`config.mk`:
```
export PLATFORM = sky130hd
export DESIGN_NAME = rx_page_streamer
export DESIGN_NICKNAME = d
export VERILOG_FILES = /design/src/rtl/rx_stream_pkg.sv /design/src/rtl/crc16_ccitt_byte.sv /design/src/rtl/rx_page_streamer.sv
export SDC_FILE = /design/constraint.sdc
export NUM_CORES = 1
export LEC_CHECK = 0
export ABC_AREA = 1
export BUFFER_PORTS_ARGS = -buffer_cell sky130_fd_sc_hd__buf_2
export CORE_AREA = 3 3 103 80
export CTS_BUF_LIST = sky130_fd_sc_hd__clkbuf_4 sky130_fd_sc_hd__clkbuf_8 sky130_fd_sc_hd__clkbuf_16
export DETAILED_ROUTE_END_ITERATION = 7
export DIE_AREA = 0 0 106 83
export PLACE_DENSITY = 0.88
export SYNTH_ARGS = -nofsm -noshare
export SYNTH_HDL_FRONTEND = slang
export SYNTH_SLANG_ARGS = --single-unit
```
`constraint.sdc`:
```
create_clock -name clock -period 2.42 [get_ports clock]
set_input_delay 0.484 -clock clock [delete_from_list [all_inputs] [get_ports clock]]
set_output_delay 0.484 -clock clock [all_outputs]
set_load 0.05 [all_outputs]
```
`src/rtl/rx_stream_pkg.sv`:
```
// Shared constants and FSM encoding for the receiver page streamer.
// The CRC constants are used only when the design is built with STREAM_CRC_EN.
package rx_stream_pkg;

  localparam int WORDS_PER_PAGE = 82;
  localparam int BYTES_PER_WORD = 6;

  localparam logic [7:0]  SYNC0    = 8'hAA;
  localparam logic [7:0]  SYNC1    = 8'h55;
  localparam logic [15:0] CRC_POLY = 16'h1021;
  localparam logic [15:0] CRC_INIT = 16'hFFFF;

  localparam logic [6:0] LAST_WORD = 7'(WORDS_PER_PAGE - 1);
  localparam logic [2:0] LAST_BYTE = 3'(BYTES_PER_WORD - 1);

  typedef enum logic [3:0] {
    ST_IDLE,
    ST_HDR0,
    ST_HDR1,
    ST_HDR2,
    ST_RD,
    ST_WAIT,
    ST_LOAD,
    ST_BYTE,
    ST_CRCH,
    ST_CRCL,
    ST_TAIL
  } state_t;

endpackage

```
`src/rtl/crc16_ccitt_byte.sv`:
```
// Combinational CRC-16/CCITT update for one byte, MSB first.
// Instantiated by rx_page_streamer only when STREAM_CRC_EN is defined.
module crc16_ccitt_byte
  import rx_stream_pkg::*;
(
  input  logic [15:0] crc_in,
  input  logic [7:0]  data,
  output logic [15:0] crc_out
);

  always_comb begin
    logic [15:0] c;
    c = crc_in ^ {data, 8'h00};
    for (int i = 0; i < 8; i++) begin
      c = c[15] ? ((c << 1) ^ CRC_POLY) : (c << 1);
    end
    crc_out = c;
  end

endmodule

```
`src/rtl/rx_page_streamer.sv`:
```
// Streams each completed ping-pong page as a framed byte packet (AA 55 seq payload).
// Optional CRC-16 trailer over the payload is enabled by defining STREAM_CRC_EN.
//
// state | meaning
// IDLE  | waiting for a pending page
// HDR0  | sending SYNC0
// HDR1  | sending SYNC1
// HDR2  | sending sequence number
// RD    | issuing RAM read address
// WAIT  | RAM latency cycle
// LOAD  | capturing the read word into the shifter
// BYTE  | sending the shifter's top byte
// CRCH  | sending CRC high byte (STREAM_CRC_EN only)
// CRCL  | sending CRC low byte (STREAM_CRC_EN only)
// TAIL  | bumping seq, packet done
module rx_page_streamer
  import rx_stream_pkg::*;
(
  input  logic        clock,
  input  logic        reset_n,
  input  logic        rx_on,
  input  logic        mem_block,
  output logic [7:0]  rd_addr,
  input  logic [47:0] rd_data,
  output logic [7:0]  out_data,
  output logic        out_valid,
  input  logic        out_ready,
  output logic        overrun,
  output logic [7:0]  seq
);

`ifdef STREAM_CRC_EN
  localparam state_t ST_AFTER_PAYLOAD = ST_CRCH;
`else
  localparam state_t ST_AFTER_PAYLOAD = ST_TAIL;
`endif

  state_t      state, state_nxt;
  logic        pending, mb_last, armed, page;
  logic [6:0]  word;
  logic [2:0]  bcnt;
  logic [47:0] sh;
  logic        accept, toggle, busy, last_byte;

  assign accept    = out_valid && out_ready;
  assign toggle    = armed && (mem_block != mb_last);
  // TAIL always leaves for IDLE, so a page arriving there is queued without overrun
  assign busy      = (state != ST_IDLE) && (state != ST_TAIL);
  assign last_byte = (bcnt == LAST_BYTE);

`ifdef STREAM_CRC_EN
  logic [15:0] crc, crc_nxt;

  crc16_ccitt_byte u_crc (
    .crc_in  (crc),
    .data    (sh[47:40]),
    .crc_out (crc_nxt)
  );
`endif

  always_ff @(posedge clock or negedge reset_n) begin
    if (!reset_n) begin
      state <= ST_IDLE;
    end else if (!rx_on) begin
      state <= ST_IDLE;
    end else begin
      state <= state_nxt;
    end
  end

  always_comb begin
    state_nxt = state;
    out_data  = 8'h00;
    out_valid = 1'b0;
    case (state)
      ST_IDLE: if (pending) state_nxt = ST_HDR0;
      ST_HDR0: begin
        out_data  = SYNC0;
        out_valid = 1'b1;
        if (out_ready) state_nxt = ST_HDR1;
      end
      ST_HDR1: begin
        out_data  = SYNC1;
        out_valid = 1'b1;
        if (out_ready) state_nxt = ST_HDR2;
      end
      ST_HDR2: begin
        out_data  = seq;
        out_valid = 1'b1;
        if (out_ready) state_nxt = ST_RD;
      end
      ST_RD:   state_nxt = ST_WAIT;
      ST_WAIT: state_nxt = ST_LOAD;
      ST_LOAD: state_nxt = ST_BYTE;
      ST_BYTE: begin
        out_data  = sh[47:40];
        out_valid = 1'b1;
        if (out_ready && last_byte)
          state_nxt = (word == LAST_WORD) ? ST_AFTER_PAYLOAD : ST_RD;
      end
`ifdef STREAM_CRC_EN
      ST_CRCH: begin
        out_data  = crc[15:8];
        out_valid = 1'b1;
        if (out_ready) state_nxt = ST_CRCL;
      end
      ST_CRCL: begin
        out_data  = crc[7:0];
        out_valid = 1'b1;
        if (out_ready) state_nxt = ST_TAIL;
      end
`endif
      ST_TAIL: state_nxt = ST_IDLE;
      default: state_nxt = ST_IDLE;
    endcase
  end

  always_ff @(posedge clock or negedge reset_n) begin
    if (!reset_n) begin
      pending <= 1'b0;
      mb_last <= 1'b0;
      armed   <= 1'b0;
      overrun <= 1'b0;
      seq     <= 8'h00;
      rd_addr <= 8'h00;
      page    <= 1'b0;
      word    <= 7'd0;
      bcnt    <= 3'd0;
      sh      <= 48'h0;
`ifdef STREAM_CRC_EN
      crc     <= CRC_INIT;
`endif
    end else if (!rx_on) begin
      pending <= 1'b0;
      mb_last <= mem_block;
      armed   <= 1'b1;
      overrun <= 1'b0;
      seq     <= 8'h00;
      rd_addr <= 8'h00;
      page    <= 1'b0;
      word    <= 7'd0;
      bcnt    <= 3'd0;
      sh      <= 48'h0;
`ifdef STREAM_CRC_EN
      crc     <= CRC_INIT;
`endif
    end else begin
      // First enabled cycle after reset adopts the current page index without a toggle
      if (!armed) begin
        armed   <= 1'b1;
        mb_last <= mem_block;
      end else if (toggle) begin
        mb_last <= mem_block;
        if (busy) overrun <= 1'b1;
      end

      if (toggle)
        pending <= 1'b1;
      else if (state == ST_IDLE && pending)
        pending <= 1'b0;

      case (state)
        ST_IDLE: if (pending) begin
          page <= mb_last;
          word <= 7'd0;
`ifdef STREAM_CRC_EN
          crc  <= CRC_INIT;
`endif
        end
        ST_RD:   rd_addr <= {page, word};
        ST_LOAD: begin
          sh   <= rd_data;
          bcnt <= 3'd0;
        end
        ST_BYTE: if (accept) begin
          sh   <= {sh[39:0], 8'h00};
          bcnt <= bcnt + 3'd1;
`ifdef STREAM_CRC_EN
          crc  <= crc_nxt;
`endif
          if (last_byte && word != LAST_WORD) word <= word + 7'd1;
        end
        ST_TAIL: seq <= seq + 8'd1;
        default: ;
      endcase
    end
  end

endmodule
```
=== Word level (Yosys, flattened, before mapping) ===
Index checks and enable logic that the tools add are counted.

* Flip-flop bits (word level): 83
* Input port bits: 53
* Output and inout bits: 26
* Logic and storage cells: 97

* Add/sub/neg operators: 3
* Equality and inequality tests: 31
* Muxes and demuxes: 38
* Reduce and logical (&&, ||, !) cells: 14

{| class="wikitable"
|+ Operators by type and width
! operator !! count
|-
| 48-bit 2-to-1 mux || 2
|-
| 48-bit one-hot mux with 2 select lines || 1
|-
| 8-bit 2-to-1 mux || 4
|-
| 4-bit one-hot mux with 8 select lines || 1
|-
| 8-bit one-hot mux with 4 select lines || 1
|-
| 4-bit 2-to-1 mux || 7
|-
| 7-bit 2-to-1 mux || 4
|-
| 3-bit inequality test, second input constant || 7
|-
| 4-bit by 3-bit equality test with 1-bit output, second input constant || 4
|-
| 1-bit 2-to-1 mux || 14
|-
| 2-bit by 1-bit inequality test with 1-bit output, second input constant || 7
|-
| 7-bit one-hot mux with 2 select lines || 1
|-
| 3-bit by 1-bit inequality test with 1-bit output, second input constant || 3
|-
| 8-bit by 1-bit adder with 8-bit output, second input constant || 1
|-
| 4-bit by 2-bit equality test with 1-bit output, second input constant || 2
|-
| 7-bit by 1-bit adder with 7-bit output, second input constant || 1
|-
| 7-bit equality test, second input constant || 1
|-
| 7-bit inequality test, second input constant || 1
|-
| 1-bit logical AND || 6
|-
| 3-bit 2-to-1 mux || 2
|-
| 3-bit one-hot mux with 2 select lines || 1
|-
| 5-bit AND reduction || 1
|-
| 4-bit by 1-bit equality test with 1-bit output, second input constant || 1
|-
| 4-bit equality test, second input constant || 1
|-
| 11 further kinds || 12
|}

=== Logic depth before layout (Yosys ltp) ===
* Depth after elaboration: 7
* Gate-level depth with buffers: 11
* Mapped depth without buffers: 10

=== Least setup slack after synthesis ===
Ideal clock, no wire load.

* Kind: reg2out
* From: reg state[3]
* To: out out_data[0]
* Data arrival time: 1,731 ps
* Data required time: 1,936 ps
* Slack: 205 ps
* Cell stages (with the launch flop): 5
* Path buffers: 1
* Path through: dfrtp_1 > nor2_2 > nand2_1 > clkbuf_1 > o221ai_1

* Longest elaborated chain between the ends: 2
* Elaborated cells between the ends (all ways): 5
* Those cells by class: eq/ne (4); mux (1)

{| class="wikitable"
|+ RTL lines
! what !! line !! text
|-
| start: declaration || rx_page_streamer.sv:38 || <nowiki>state_t state, state_nxt;</nowiki>
|-
| start signal: assignment || rx_page_streamer.sv:67 || <nowiki>state <= state_nxt;</nowiki>
|-
| 4-bit by 3-bit equality test with 1-bit output, or another cell as far along || rx_page_streamer.sv:75 || <nowiki>case (state)</nowiki>
|-
| 8-bit one-hot mux with 4 select lines * || rx_page_streamer.sv:75 ||
|-
| end: declaration || rx_page_streamer.sv:25 || <nowiki>output logic [7:0] out_data,</nowiki>
|}

Every way passes the cells marked *; elsewhere a longest branch is shown, timed or not.

=== Worst setup path after layout ===
* From: reg state[3]
* To: out out_data[5]

The elaborated chain is that of the path after synthesis.

==> impl_metrics.xml <==
<?xml version="1.0" encoding="UTF-8"?>
<metrics>
  <group name="outcome">
    <metric name="run_status" unit="">finished clean</metric>
  </group>
  <group name="route">
    <metric name="wl" unit="µm">10100</metric>
    <metric name="drtIter0Drc" unit="">288</metric>
    <metric name="wl_per_cell" unit="µm">13.6</metric>
    <metric name="postRouteAntennaNets" unit="">0</metric>
    <metric name="route.vias.total" unit="">3993</metric>
    <metric name="drcViolationCount" unit="">0</metric>
    <metric name="vias_per_cell" unit="">5.36</metric>
    <metric name="dr.pass1.iters" unit="">5</metric>
  </group>
  <group name="sta">
    <metric name="tightest_slew" unit="ns">0.660</metric>
    <metric name="final_count_of_negative_setup_slack_endpoints" unit="">0</metric>
    <metric name="finalClockSkew" unit="ns">0.0107</metric>
    <metric name="setup-tns-final" unit="ns">0</metric>
    <metric name="slew-limit-headroom" unit="%">56.0</metric>
    <metric name="timing.final.crit_share" unit="%">95.7</metric>
    <metric name="timing_hold_violations_final" unit="">0</metric>
    <metric name="timing_max_transition_violations_final" unit="">0</metric>
    <metric name="layout_min_cycle_time" unit="ns">2.32</metric>
    <metric name="fmax" unit="MHz">432</metric>
  </group>
  <group name="clocking">
    <metric name="cts-buffers-inserted" unit="">9</metric>
    <metric name="ctsLongestPathBuffers" unit="">2</metric>
    <metric name="cts_tree" unit="">done</metric>
    <metric name="clk-insertion-delay-late" unit="ns">0.36</metric>
    <metric name="clk_transition_reported_paths" unit="ns">0.08</metric>
    <metric name="cts.sinks" unit="">83</metric>
    <metric name="deepest_level_of_the_cts_h_tree" unit="">3</metric>
    <metric name="clock-root-buffer" unit="">clkbuf_8</metric>
    <metric name="post_cts_buffers" unit="">0</metric>
  </group>
  <group name="worst_setup_path">
    <metric name="worst-r2r-setup-slack" unit="ns">0.46</metric>
    <metric name="crit_buf_inv" unit="">1</metric>
    <metric name="critical_path.reg2reg.endpoint" unit="">sh[20]</metric>
    <metric name="worst_r2r_path_depth" unit="">9</metric>
    <metric name="timing.setup.critical_path_class" unit="">register to output pin</metric>
    <metric name="crit_path_max_incr_delay" unit="ns">0.46</metric>
    <metric name="critical_path_peak_fanout" unit="">10</metric>
    <metric name="required" unit="ns">1.94</metric>
    <metric name="critical_path.reg2reg.startpoint" unit="">state[2]</metric>
    <metric name="crit_slowest_cell" unit="">dfrtp_1</metric>
    <metric name="crit_arrival" unit="ns">1.83</metric>
    <metric name="worstPathCellList" unit="">nor2_2 &gt; nand2_2 &gt; o221ai_1 &gt; clkbuf_4</metric>
    <metric name="cpLargestDelayFamily" unit="">flip-flops</metric>
    <metric name="type_of_element_launching_the_critical_path" unit="">register</metric>
    <metric name="end_kind" unit="">output pin</metric>
  </group>
  <group name="logic_synthesis">
    <metric name="post_synth_num_cell_types" unit="">24</metric>
    <metric name="warning_count_from_the_yosys_run" unit="">0</metric>
    <metric name="synth.top_cells.by_count" unit="">147 x nand2_1, 84 x inv_1, 83 x dfrtp_1, 62 x o21ai_0, 51 x o21ai_1</metric>
    <metric name="syn_inst" unit="">569</metric>
    <metric name="yosysSeqAreaShare" unit="%">47.9</metric>
    <metric name="asyncSetResetFlopFracSynth" unit="%">100</metric>
    <metric name="netlist_top_cells_area" unit="">dfrtp_1 48%, nand2_1 13%, inv_1 7.3%</metric>
    <metric name="yosysTopAreaCell" unit="">dfrtp_1</metric>
    <metric name="yosys.cell_count.top_type" unit="">nand2_1</metric>
    <metric name="synth_edf_count" unit="">0</metric>
    <metric name="yosys.area.top_type_share" unit="%">47.9</metric>
    <metric name="synth.avg_cell_area" unit="µm²">7.62</metric>
    <metric name="synth.cell_area" unit="µm²">4340</metric>
    <metric name="yosys_register_bits" unit="">83</metric>
    <metric name="dominantRegCellSynth" unit="">dfrtp_1</metric>
    <metric name="synth_nets" unit="">627</metric>
  </group>
  <group name="floorplan">
    <metric name="dieHeight" unit="µm">83</metric>
    <metric name="rows" unit="">27</metric>
    <metric name="floorplan.initialDensity" unit="%">59.4</metric>
    <metric name="die_w" unit="µm">106</metric>
    <metric name="core_region_area" unit="µm²">7300</metric>
    <metric name="ios" unit="">79</metric>
    <metric name="floorplan.die_area" unit="µm²">8800</metric>
  </group>
  <group name="place">
    <metric name="port_buffer_count" unit="">78</metric>
    <metric name="place.detailed.hpwl" unit="µm">7100</metric>
    <metric name="finalWeightedCongestion" unit="">0.929</metric>
  </group>
  <group name="final_layout">
    <metric name="layout-drive-gt1-share" unit="%">18.3</metric>
    <metric name="final_nets" unit="">697</metric>
    <metric name="final.fill_count" unit="">630</metric>
    <metric name="layout-area-overhead-vs-synth" unit="%">16.0</metric>
    <metric name="antenna_cells_inserted" unit="">0</metric>
  </group>
  <group name="pwr">
    <metric name="power_per_cell_area" unit="nW/µm²">725</metric>
    <metric name="seq_power_share" unit="%">42.1</metric>
    <metric name="total_power" unit="W">0.00365</metric>
    <metric name="power.net_switching" unit="W">0.00132</metric>
    <metric name="maximum_vdd_drop" unit="mV">0.540</metric>
    <metric name="power_frac_comb" unit="%">27.5</metric>
    <metric name="power.share.switching" unit="%">36.1</metric>
    <metric name="power_leakage" unit="nW">2.50</metric>
    <metric name="total_internal_power" unit="W">0.00233</metric>
    <metric name="clock_power_share" unit="%">30.4</metric>
  </group>
  <group name="grt">
    <metric name="grt_pass1_wl" unit="µm">17200</metric>
    <metric name="grt.total_usage" unit="%">23.7</metric>
    <metric name="grt_max_degree" unit="">52</metric>
    <metric name="grt_pass1_vias" unit="">3836</metric>
    <metric name="globalRoute.totalOverflow" unit="">0</metric>
    <metric name="number_of_antenna_violations_at_the_first_check_in_global_routing" unit="">0</metric>
  </group>
  <group name="flow_run">
    <metric name="timing.max_cap.violations" unit="">0</metric>
  </group>
  <group name="min_path">
    <metric name="holdCritPathClass" unit="">input port to asynchronous set/reset pin</metric>
  </group>
</metrics>
## power groups by stage
| stage | clock (W) | combinational (W) | sequential [W] |
|---|---|---|---|
| after floorplan | 0 | 0.000709 | 0.00156 |
| after global placement | 0 | 0.000951 | 0.00155 |
| after detailed placement | 0 | 0.000979 | 0.00156 |
| after CTS | 0.00114 | 0.000990 | 0.00153 |
| after global routing | 0.00119 | 0.00110 | 0.00154 |
| final | 0.00111 | 0.00100 | 0.00153 |
## worst max path at each step
stage                   from     endpoint  cells after the start
detailed placement  state[3]  out_data[5]                      4
global route        state[3]  out_data[5]                      4
global placement    state[3]  out_data[7]                      4
floorplan           state[3]  out_data[0]                      4
finish              state[3]  out_data[5]                      4
CTS                 state[3]  out_data[5]                      4
## metal layers
metal / global-route usage, % / part of all wire, % / vias up
met4: 8.59 / 1.9 / 0
met5: 0 / 0 / -
met3: 4.58 / 6.8 / 23
met2: 38.1 / 47 / 162
li1: - / - / 1980
met1: 32.3 / 45 / 1828
## what timing repair did
item / CTS / global route
hold buffers: 0 / 0
setup endpoints to repair: 7 / 9
resized for setup: 2 / 3
endpoints found under the hold margin: 0 / 0
## worst reg2reg max path, cell delays in order (launching register included)
cell and delay (ns):
dfrtp_1 0.47, inv_2 0.07, nor2_2 0.22, nand2_1 0.16, nand2_2 0.22, inv_2 0.07
nor2_4 0.24, buf_12 0.26, nand2_1 0.11, o21ai_1 0.07
## metrics by stage
stage	utilization [%]	std cells	hold slack (ns)	instance area [µm²]	worst slack, ns
floorplan	-	569	0.188	4340	0.205
global placement	65.7	729	0.465	4790	0.468
detailed placement	65.7	729	0.464	4790	0.337
CTS	68.8	745	0.165	5020	0.00524
global route	69.0	745	0.194	5030	-0.000411
finish	69.0	745	0.144	5030	0.104
## layout make-up
type / instances / area, µm² / share of cell area [%]
sequential: 83 / 2080 / 41.3
multi-input combinational: 370 / 1780 / 35.3
timing repair buffer: 86 / 493 / 9.80
inverter: 89 / 334 / 6.64
tap: 101 / 126 / 2.51
clock buffer: 9 / 124 / 2.46
clock inverter: 7 / 100 / 1.99
## placed cells by master (no fill, tap or decap)
cell        count
nand4_1        25
ha_1            5
clkbuf_4        1
conb_1          1
nor2_1         23
dfrtp_1        83
nand3_1        28
buf_12          3
a21oi_1         2
o21ai_0        62
nand2_2         4
buf_4           6
clkinvlp_4      3
buf_2          76
nor2_4          2
o21ai_1        51
nand2_1       145
nand2_4         1
bufinv_16       2
nor2_2          4
inv_2           5
o22ai_1         1
inv_1          84
inv_6           2
a211oi_1        1
nor3_1          5
o31ai_1         1
o221ai_1        8
clkbuf_8        9
xnor2_1         1
## cells by family (layout without fill, tap and decap cells)
| kind of cell | after synthesis | count (layout) | share of synthesized area [%] |
|---|---|---|---|
| buf+inv | 116 | 191 | 11.6 |
| fa+ha+maj | 5 | 5 | 1.44 |
| compound gates | 126 | 126 | 15.4 |
| other cells | 1 | 1 | 0.0865 |
| flops | 83 | 83 | 47.9 |
| simple gates | 237 | 237 | 23.4 |
| xor+xnor | 1 | 1 | 0.202 |
## sequential cells by signal (all words and copies together), names as in the netlist, 3 cells and up
signal	flops
sh	48
rd_addr	8
seq	8
word	7
state	4
bcnt	3
No activity file was read; power rests on OpenSTA's default activity.
